--- src/rtl/bounce_scheduler.sv ---
// Per-frame wall-bounce sequencer for a bank of ball movers: scans one ball per clock, then pulses ball_tick.
// Optional feature: define BOUNCE_COUNT_EN to enable the saturating bounce_cnt counter (tied to zero otherwise).
module bounce_scheduler #(
    parameter int unsigned NUM_BALLS = 4,
    parameter int unsigned X_MAX     = 159,
    parameter int unsigned Y_MAX     = 119
) (
    input  logic                   clk,
    input  logic                   reset,
    input  logic                   frame_tick,
    input  logic                   start,
    input  logic                   stop,
    input  logic [8*NUM_BALLS-1:0] x_bus,
    input  logic [8*NUM_BALLS-1:0] y_bus,
    output logic [NUM_BALLS-1:0]   dir_x_bus,
    output logic [NUM_BALLS-1:0]   dir_y_bus,
    output logic                   run,
    output logic                   ball_tick,
    output logic                   busy,
    output logic                   overrun,
    output logic [15:0]            bounce_cnt
);

    localparam int unsigned IW = (NUM_BALLS > 1) ? $clog2(NUM_BALLS) : 1;
    localparam logic [8:0] XM  = 9'(X_MAX);
    localparam logic [8:0] XM8 = 9'(X_MAX + 8);
    localparam logic [8:0] YM  = 9'(Y_MAX);
    localparam logic [8:0] YM8 = 9'(Y_MAX + 8);

    typedef enum logic [1:0] {
        IDLE,
        SCAN,
        TICK
    } state_t;

    state_t               state_q, state_d;
    logic [IW-1:0]        idx_q, idx_d;
    logic [NUM_BALLS-1:0] dir_x_q, dir_x_d, dir_y_q, dir_y_d;
    logic [NUM_BALLS-1:0] dir_x_rst, dir_y_rst;
    logic                 run_q, run_d;
    logic                 overrun_q, overrun_d;
    logic [7:0]           cur_x, cur_y;
    logic                 cur_dx, cur_dy;
    logic                 flip_x, flip_y;

    // Reset direction pattern: ball i starts with dir_x=i[0], dir_y=i[1].
    always_comb begin
        dir_x_rst = '0;
        dir_y_rst = '0;
        for (int unsigned i = 0; i < NUM_BALLS; i++) begin
            dir_x_rst[i] = ((i % 2) == 1);
            dir_y_rst[i] = (((i / 2) % 2) == 1);
        end
    end

    always_comb begin
        cur_x  = '0;
        cur_y  = '0;
        cur_dx = 1'b0;
        cur_dy = 1'b0;
        for (int unsigned i = 0; i < NUM_BALLS; i++) begin
            if (idx_q == IW'(i)) begin
                cur_x  = x_bus[8*i +: 8];
                cur_y  = y_bus[8*i +: 8];
                cur_dx = dir_x_q[i];
                cur_dy = dir_y_q[i];
            end
        end
    end

    // Positions above MAX are wrapped underflows, so they bounce back toward the playfield.
    always_comb begin
        flip_x = 1'b0;
        flip_y = 1'b0;
        if (state_q == SCAN) begin
            if (cur_dx)
                flip_x = ({1'b0, cur_x} >= XM) && ({1'b0, cur_x} <= XM8);
            else
                flip_x = (cur_x == 8'd0) || ({1'b0, cur_x} > XM);
            if (cur_dy)
                flip_y = ({1'b0, cur_y} >= YM) && ({1'b0, cur_y} <= YM8);
            else
                flip_y = (cur_y == 8'd0) || ({1'b0, cur_y} > YM);
        end
    end

    always_comb begin
        state_d   = state_q;
        idx_d     = idx_q;
        dir_x_d   = dir_x_q;
        dir_y_d   = dir_y_q;
        overrun_d = overrun_q;
        run_d     = run_q;

        if (stop)
            run_d = 1'b0;
        else if (start)
            run_d = 1'b1;

        case (state_q)
            IDLE: begin
                if (frame_tick) begin
                    state_d = SCAN;
                    idx_d   = '0;
                end
            end
            SCAN: begin
                for (int unsigned i = 0; i < NUM_BALLS; i++) begin
                    if (idx_q == IW'(i)) begin
                        dir_x_d[i] = dir_x_q[i] ^ flip_x;
                        dir_y_d[i] = dir_y_q[i] ^ flip_y;
                    end
                end
                if (idx_q == IW'(NUM_BALLS - 1)) begin
                    state_d = TICK;
                    idx_d   = '0;
                end else begin
                    idx_d = idx_q + 1'b1;
                end
            end
            TICK:    state_d = IDLE;
            default: state_d = IDLE;
        endcase

        if (frame_tick && (state_q != IDLE))
            overrun_d = 1'b1;
    end

    always_ff @(posedge clk) begin
        if (reset) begin
            state_q   <= IDLE;
            idx_q     <= '0;
            dir_x_q   <= dir_x_rst;
            dir_y_q   <= dir_y_rst;
            run_q     <= 1'b0;
            overrun_q <= 1'b0;
        end else begin
            state_q   <= state_d;
            idx_q     <= idx_d;
            dir_x_q   <= dir_x_d;
            dir_y_q   <= dir_y_d;
            run_q     <= run_d;
            overrun_q <= overrun_d;
        end
    end

    assign dir_x_bus = dir_x_q;
    assign dir_y_bus = dir_y_q;
    assign run       = run_q;
    assign overrun   = overrun_q;
    assign busy      = (state_q != IDLE);
    assign ball_tick = (state_q == TICK);

`ifdef BOUNCE_COUNT_EN
    logic [15:0] cnt_q, cnt_d;
    logic [16:0] cnt_sum;

    always_comb begin
        cnt_sum = {1'b0, cnt_q} + 17'(flip_x) + 17'(flip_y);
        cnt_d   = cnt_sum[16] ? 16'hFFFF : cnt_sum[15:0];
    end

    always_ff @(posedge clk) begin
        if (reset)
            cnt_q <= '0;
        else
            cnt_q <= cnt_d;
    end

    assign bounce_cnt = cnt_q;
`else
    assign bounce_cnt = 16'h0000;
`endif

endmodule

--- config.mk ---
export PLATFORM = sky130hd
export DESIGN_NAME = bounce_scheduler
export DESIGN_NICKNAME = d
export VERILOG_FILES = /design/src/rtl/bounce_scheduler.sv
export SDC_FILE = /design/constraint.sdc
export NUM_CORES = 1
export LEC_CHECK = 0
export ABC_AREA = 1
export BUFFER_PORTS_ARGS = -buffer_cell sky130_fd_sc_hd__buf_4
export CORE_ASPECT_RATIO = 1.1
export CORE_MARGIN = 2
export CORE_UTILIZATION = 40
export DETAILED_ROUTE_END_ITERATION = 12
export GPL_TIMING_DRIVEN = 0
export PLACE_DENSITY = 0.89
export SLEW_MARGIN = 5
export SYNTH_ARGS = -nofsm -noshare
export SYNTH_HDL_FRONTEND = slang
export SYNTH_SLANG_ARGS = --single-unit
--- constraint.sdc ---
create_clock -name clk -period 2 [get_ports clk]
set_clock_uncertainty 0.1 [all_clocks]
set_input_delay 0.2 -clock clk [delete_from_list [all_inputs] [get_ports clk]]
set_output_delay 0.2 -clock clk [all_outputs]
set_load 0.005 [all_outputs]
* Yosys cells after proc, flatten, opt, wreduce, memory -nomap -nowiden
Cells that the tools add are included.
** Operators by class
- Reductions and logical operators :: 18
- Equal/unequal tests :: 7
- Order comparisons :: 6
- Muxes and demuxes :: 26
- $add $sub $neg :: 1
- Bitwise gates (word level) :: 8
** Operators with widths (count)
- 8-bit two-way mux :: 8
- 8-bit zero test :: 2
- 1-bit two-way mux :: 12
- 2-bit AND reduction :: 6
- 8-bit by 7-bit >= comparator with 1-bit output, second input constant :: 1
- 8-bit >= comparator, second input constant :: 1
- 8-bit by 7-bit greater-than comparator with 1-bit output, second input constant :: 1
- 8-bit greater-than comparator, second input constant :: 1
- 8-bit by 7-bit less-or-equal comparator with 1-bit output, second input constant :: 1
- 8-bit less-or-equal comparator, second input constant :: 1
- 2-bit two-way mux :: 4
- 2-bit one-hot mux with 2 select lines :: 2
- 1-bit XOR :: 8
- 2-bit equality test, second input constant :: 3
- 2-bit by 1-bit equality test with 1-bit output, second input constant :: 2
- 2-bit zero test :: 2
- 2-bit != test, second input constant :: 2
- 2-bit nonzero test :: 2
- 1-bit logical AND :: 3
- 2-bit by 1-bit adder with 2-bit output, second input constant :: 1
- 1-bit logical OR :: 2
- 2-bit OR reduction :: 1
** Storage, ports and cells
- Input bits :: 69
- Register bits :: 14
- Word-level logic and storage cells :: 78
- Output and inout port bits :: 28

* Depth between registers and ports, before layout
- Word-level depth :: 10
- Gate-level depth with buffers :: 17
- Gate-level depth less buffers :: 16

* Least setup slack after synthesis
OpenSTA, ideal clock, no wires.
- Kind :: register to register
- From :: reg idx_q[0]
- To :: reg dir_x_q[3] (netlist: dir_x_bus[3])
- Path buffers :: 2
- Arrival time :: 1.757 ns
- Required time :: 1.774 ns
- Slack :: 0.017 ns
- Stages on the path, launching flop included :: 15
- Clock period less this slack :: 1.983 ns
- Library setup time :: 0.126 ns
- Path through :: dfxtp_1 inv_1 ha_1 buf_4 buf_2 nand3_1 nand2_1 a21boi_1 nand2_1 nand3_1 nand2_1 nor2_4 nand3_1 nand2_1 nand3_1
** On the way
- Longest elaborated chain between the ends :: 10
- Elaborated cells between the ends (all ways) :: 22
- Those cells by class :: order compare: 3; eq/ne: 3; mux: 10; bitwise: 1; reduce/logical: 5
** Ends and longest elaborated chain
- start: declaration :: line 37 : logic [IW-1:0] idx_q, idx_d;
- start signal: assignment :: line 139 : idx_q <= idx_d;
- 2-bit zero test :: line 62 : if (idx_q == IW'(i)) begin
- 8-bit two-way mux (4 in a row) :: line 62
- 8-bit greater-than comparator (tied with other cells) :: line 79 : flip_x = (cur_x == 8'd0) || ({1'b0, cur_x} > XM);
- 1-bit logical OR / 1-bit logical AND (equally long branches) :: line 79, 77
- 1-bit two-way mux :: line 76 : if (cur_dx)
- 1-bit two-way mux :: line 75 : if (state_q == SCAN) begin
- 1-bit XOR :: line 110 : dir_x_d[i] = dir_x_q[i] ^ flip_x;
- end signal: assignment :: line 133 : dir_x_q <= dir_x_rst;
- end signal: assignment :: line 140 : dir_x_q <= dir_x_d;
- end: declaration :: line 38 : logic [NUM_BALLS-1:0] dir_x_q, dir_x_d, dir_y_q, dir_y_d;
Several ways; a longest one is shown, not always the timed one.
A chain may end at the register's enable or synchronous reset.

* Final worst setup path
- From :: reg idx_q[1]
- To :: reg dir_y_q[0] (netlist: dir_y_bus[0])
** On the way
- Longest elaborated chain between the ends :: 10
- Elaborated cells between the ends (all ways) :: 22
- Those cells by class :: order compare: 3; eq/ne: 3; mux: 10; bitwise: 1; reduce/logical: 5
** Ends and longest elaborated chain
- 2-bit zero test :: line 62, 109
- 8-bit two-way mux (4 in a row) :: line 62
- 8-bit by 7-bit greater-than comparator with 1-bit output (tied with other cells) :: line 83 : flip_y = (cur_y == 8'd0) || ({1'b0, cur_y} > YM);
- 1-bit logical OR / 1-bit logical AND (equally long branches) :: line 83, 81
- 1-bit two-way mux :: line 80 : if (cur_dy)
- 1-bit two-way mux :: line 75
- 1-bit XOR :: line 111 : dir_y_d[i] = dir_y_q[i] ^ flip_y;
- end signal: assignment :: line 134 : dir_y_q <= dir_y_rst;
- end signal: assignment :: line 141 : dir_y_q <= dir_y_d;
- end: declaration :: line 38
Several ways; a longest one is shown, not always the timed one.

==> results by group <==
Run status
  • Status: complete, but fails checks
  • Failing checks: setup timing

Global route
  • Met1 GRT Util: 28.08%
  • Gr ovfl total: 0
  • Largest net degree at the start of global routing: 11
  • Met3 Use GR: 3.498%
  • Most used routing layer: met2
  • First-pass GRT wire length: 8963 um
  • Vias in the first global route: 2,097
  • All-layer global routing usage: 24.35%
  • Initial antenna violation count: 0
  • Grt met2 use: 43.87%

Synthesis
  • Post-synth ARST share: 0%
  • Number of flops mapped to enable cells by yosys: 0
  • Avg Inst Size Synth: 5.436 um^2
  • Post-synthesis instance total: 299
  • Post-synth top area share: 22.63%
  • Synth area leader: nand2_1
  • Ys flop type: dfxtp_1
  • Yosys cell types: 29
  • Netlist Area Pre-Place: 1625 um^2
  • Seq/Total Area, Yosys: 17.24%
  • Synth Register Bits: 14
  • Synth area leaders: nand2_1 23%, dfxtp_1 17%, nor2_1 10%
  • Synth Warn #: 0

Power
  • Pleak: 1.507 nW
  • Peak VDD IR: 316.4 uV
  • Final Total Pwr: 0.001315 W
  • Pwr/cell area: 462.3 nW/um^2

Setup path
  • CP max FO: 8
  • Reg2reg start: idx_q[1]
  • Reg2Reg Setup Slack: -0.29 ns
  • Critical path class: reg -> reg
  • Reg2Reg Capture Point: dir_y_bus[0]
  • Critical Path, Cell by Cell: inv_4 -> ha_4 -> buf_4 -> a21oi_1 -> nand2_1 -> nand2_1 -> nand2_2 -> nor2_1 -> nor2_1 -> nor2_1 -> nand2_4 -> nand3_2 -> nand2_1 -> inv_1 -> nor2_1
  • Slowest CP cell: dfxtp_4
  • Cell mode on critical path: nor2_1
  • CP Capture Type: flop
  • Crit path required time: 2.05 ns
  • R2r worst-path depth: 15
  • Slowest stage delay, CP: 0.39 ns
  • Worst Setup SP: idx_q[1]
  • Crit path DAT: 2.34 ns
  • Setup crit start kind: flop

Worst hold path
  • Hold Crit Endpoint: overrun
  • Hold Path Origin: reset
  • Worst hold path depth: 2
  • Hold crit path type: in -> reg

STA
  • Slew Limit Fails: 0
  • Min Hold Slack: 0.05802 ns
  • Period minus WS final: 2.286 ns
  • Period utilization: 114.3%
  • Unrepaired setup endpoints after global routing: yes
  • Hold Violations, Final: 0
  • Final WS setup: -0.2858 ns
  • FMAX: 0.4375 GHz
  • # setup viols final: 8

Placed design
  • Final GP Congestion: 0.9245
  • Placement Setup Slack: -0.3001 ns
  • Port buffer count: 80
  • Hpwl dp: 3853 um

Detailed routing
  • Iter 0 DRT Violations: 312
  • ANT nets after route: 0
  • Drt drc: 0
  • First-pass detailed-route iteration total: 5
  • Wirelength, routed: 7262 um
  • Total number of vias: 2,507
  • Vias per inst: 5.391
  • Avg WL per Cell: 15.62 um

CTS
  • Worst-path clk slew: 0.06 ns
  • Root Buffer: clkbuf_8
  • CTS tree: yes
  • Clock buffer depth: 2
  • Worst-Skew Late Latency: 0.25 ns
  • Clock sink total: 14
  • CTS buffer count: 3
  • CTS H-Tree Depth: 1

Final layout
  • Commonest non-fill, non-tap cell in the layout: buf_4
  • Fillers: 299
  • Nets: 487
  • Diodes inserted: 0
  • Commonest non-fill, non-tap cells in the layout: 109 x buf_4, 86 x nand2_1, 38 x nor2_1
  • Area Overhead vs Synth: 75.06%
  • Share of cells above drive strength 1: 44.79%

Die
  • # IOs: 97
  • Die Wd: 64.78 um
  • Core area: 3934 um^2
  • Die height: 70.86 um
  • Initial core utilization: 41.32%
  • Total die area: 4590 um^2
  • Cell row count: 24

Run
  • Max-cap viol count: 0
[worst max-delay path by stage]
stage / to / slack, ns / depth (start not counted)
2_1_floorplan: dir_x_bus[3] / 0.02 / 14
3_3_place_gp: dir_y_bus[2] / -0.23 / 13
3_5_place_dp: dir_y_bus[2] / -0.30 / 13
4_1_cts: dir_x_bus[1] / -0.03 / 14
5_1_grt: dir_y_bus[0] / -0.36 / 14
6_report: dir_y_bus[0] / -0.29 / 15
[power breakdown]
| part | internal (W) | total, W | switching, W |
|---|---|---|---|
| Combinational | 0.000329 | 0.000728 | 0.000399 |
| Clock | 0.000175 | 0.000281 | 0.000107 |
| Sequential | 0.000291 | 0.000306 | 0.0000152 |
| Total | 0.000794 | 0.00132 | 0.000521 |
[state kept, by name (all words and copies together), names as in the netlist]
register / cells
dir_x_bus: 4
dir_y_bus: 4
idx_q: 2
overrun: 1
run: 1
state_q: 2
[worst max-delay path: cells and delay by family, from the launching register on]
| family | cells | cell delay (ns) |
|---|---|---|
| buf+inv | 3 | 0.26 |
| flops | 1 | 0.39 |
| fa+ha+maj | 1 | 0.19 |
| compound gates | 1 | 0.16 |
| simple gates | 10 | 1.08 |
[cell usage after synthesis, types with 3 or more instances]
cell type and number:
a21oi_1 23, buf_2 8, buf_4 18, dfxtp_1 14, ha_1 4, inv_1 25
nand2_1 98, nand3_1 30, nand4_1 9, nor2_1 45, nor3_1 3
[routing by layer]
metal  up-vias  wire (um)
met5         -          0
met4         0        408
met3        50        755
met2       211       3481
met1      1098       2616
li1       1148          -
[kinds of logic (layout without fill, tap and decap cells)]
logic type / Yosys count / count (layout) / synth area share [%]
flops: 14 / 14 / 17.24
fa+ha+maj: 4 / 4 / 3.079
compound gates: 32 / 32 / 11.62
buf+inv: 56 / 155 / 18.17
other cells: 1 / 16 / 0.2307
simple gates: 192 / 192 / 49.65
[through the flow]
stage                     TNS [ns]  cell area, um^2  util, %  std cells
after floorplan                  0             1682        -        314
after global placement      -1.737             2347    59.67        446
after detailed placement    -2.174             2347    59.67        446
after CTS                  -0.1460             2633    66.92        457
after global routing        -2.516             2845    72.33        465
final                       -1.839             2845    72.33        465
[what timing repair did]
| action | in CTS | in global routing |
|---|---|---|
| gates resized for setup | 54 | 40 |
| buffers inserted | 6 | 8 |
| pin swaps | 15 | 39 |
| hold buffers | 1 | 0 |
| cloned | 1 | 0 |
| endpoints found under the setup margin | 8 | 8 |
| endpoints found under the hold margin | 1 | 0 |
[final cells by class]
| type | count | area, um^2 | share of cell area (%) |
|---|---|---|---|
| multi-input cells | 244 | 1314 | 46.17 |
| repair buffers | 96 | 734.5 | 25.81 |
| flip-flops and latches | 14 | 287.8 | 10.11 |
| plain buffers | 27 | 261.5 | 9.191 |
| inverters | 28 | 127.6 | 4.485 |
| well taps | 52 | 65.06 | 2.287 |
| clock buffers | 4 | 55.05 | 1.935 |
No activity file was read; power rests on OpenSTA's default activity.
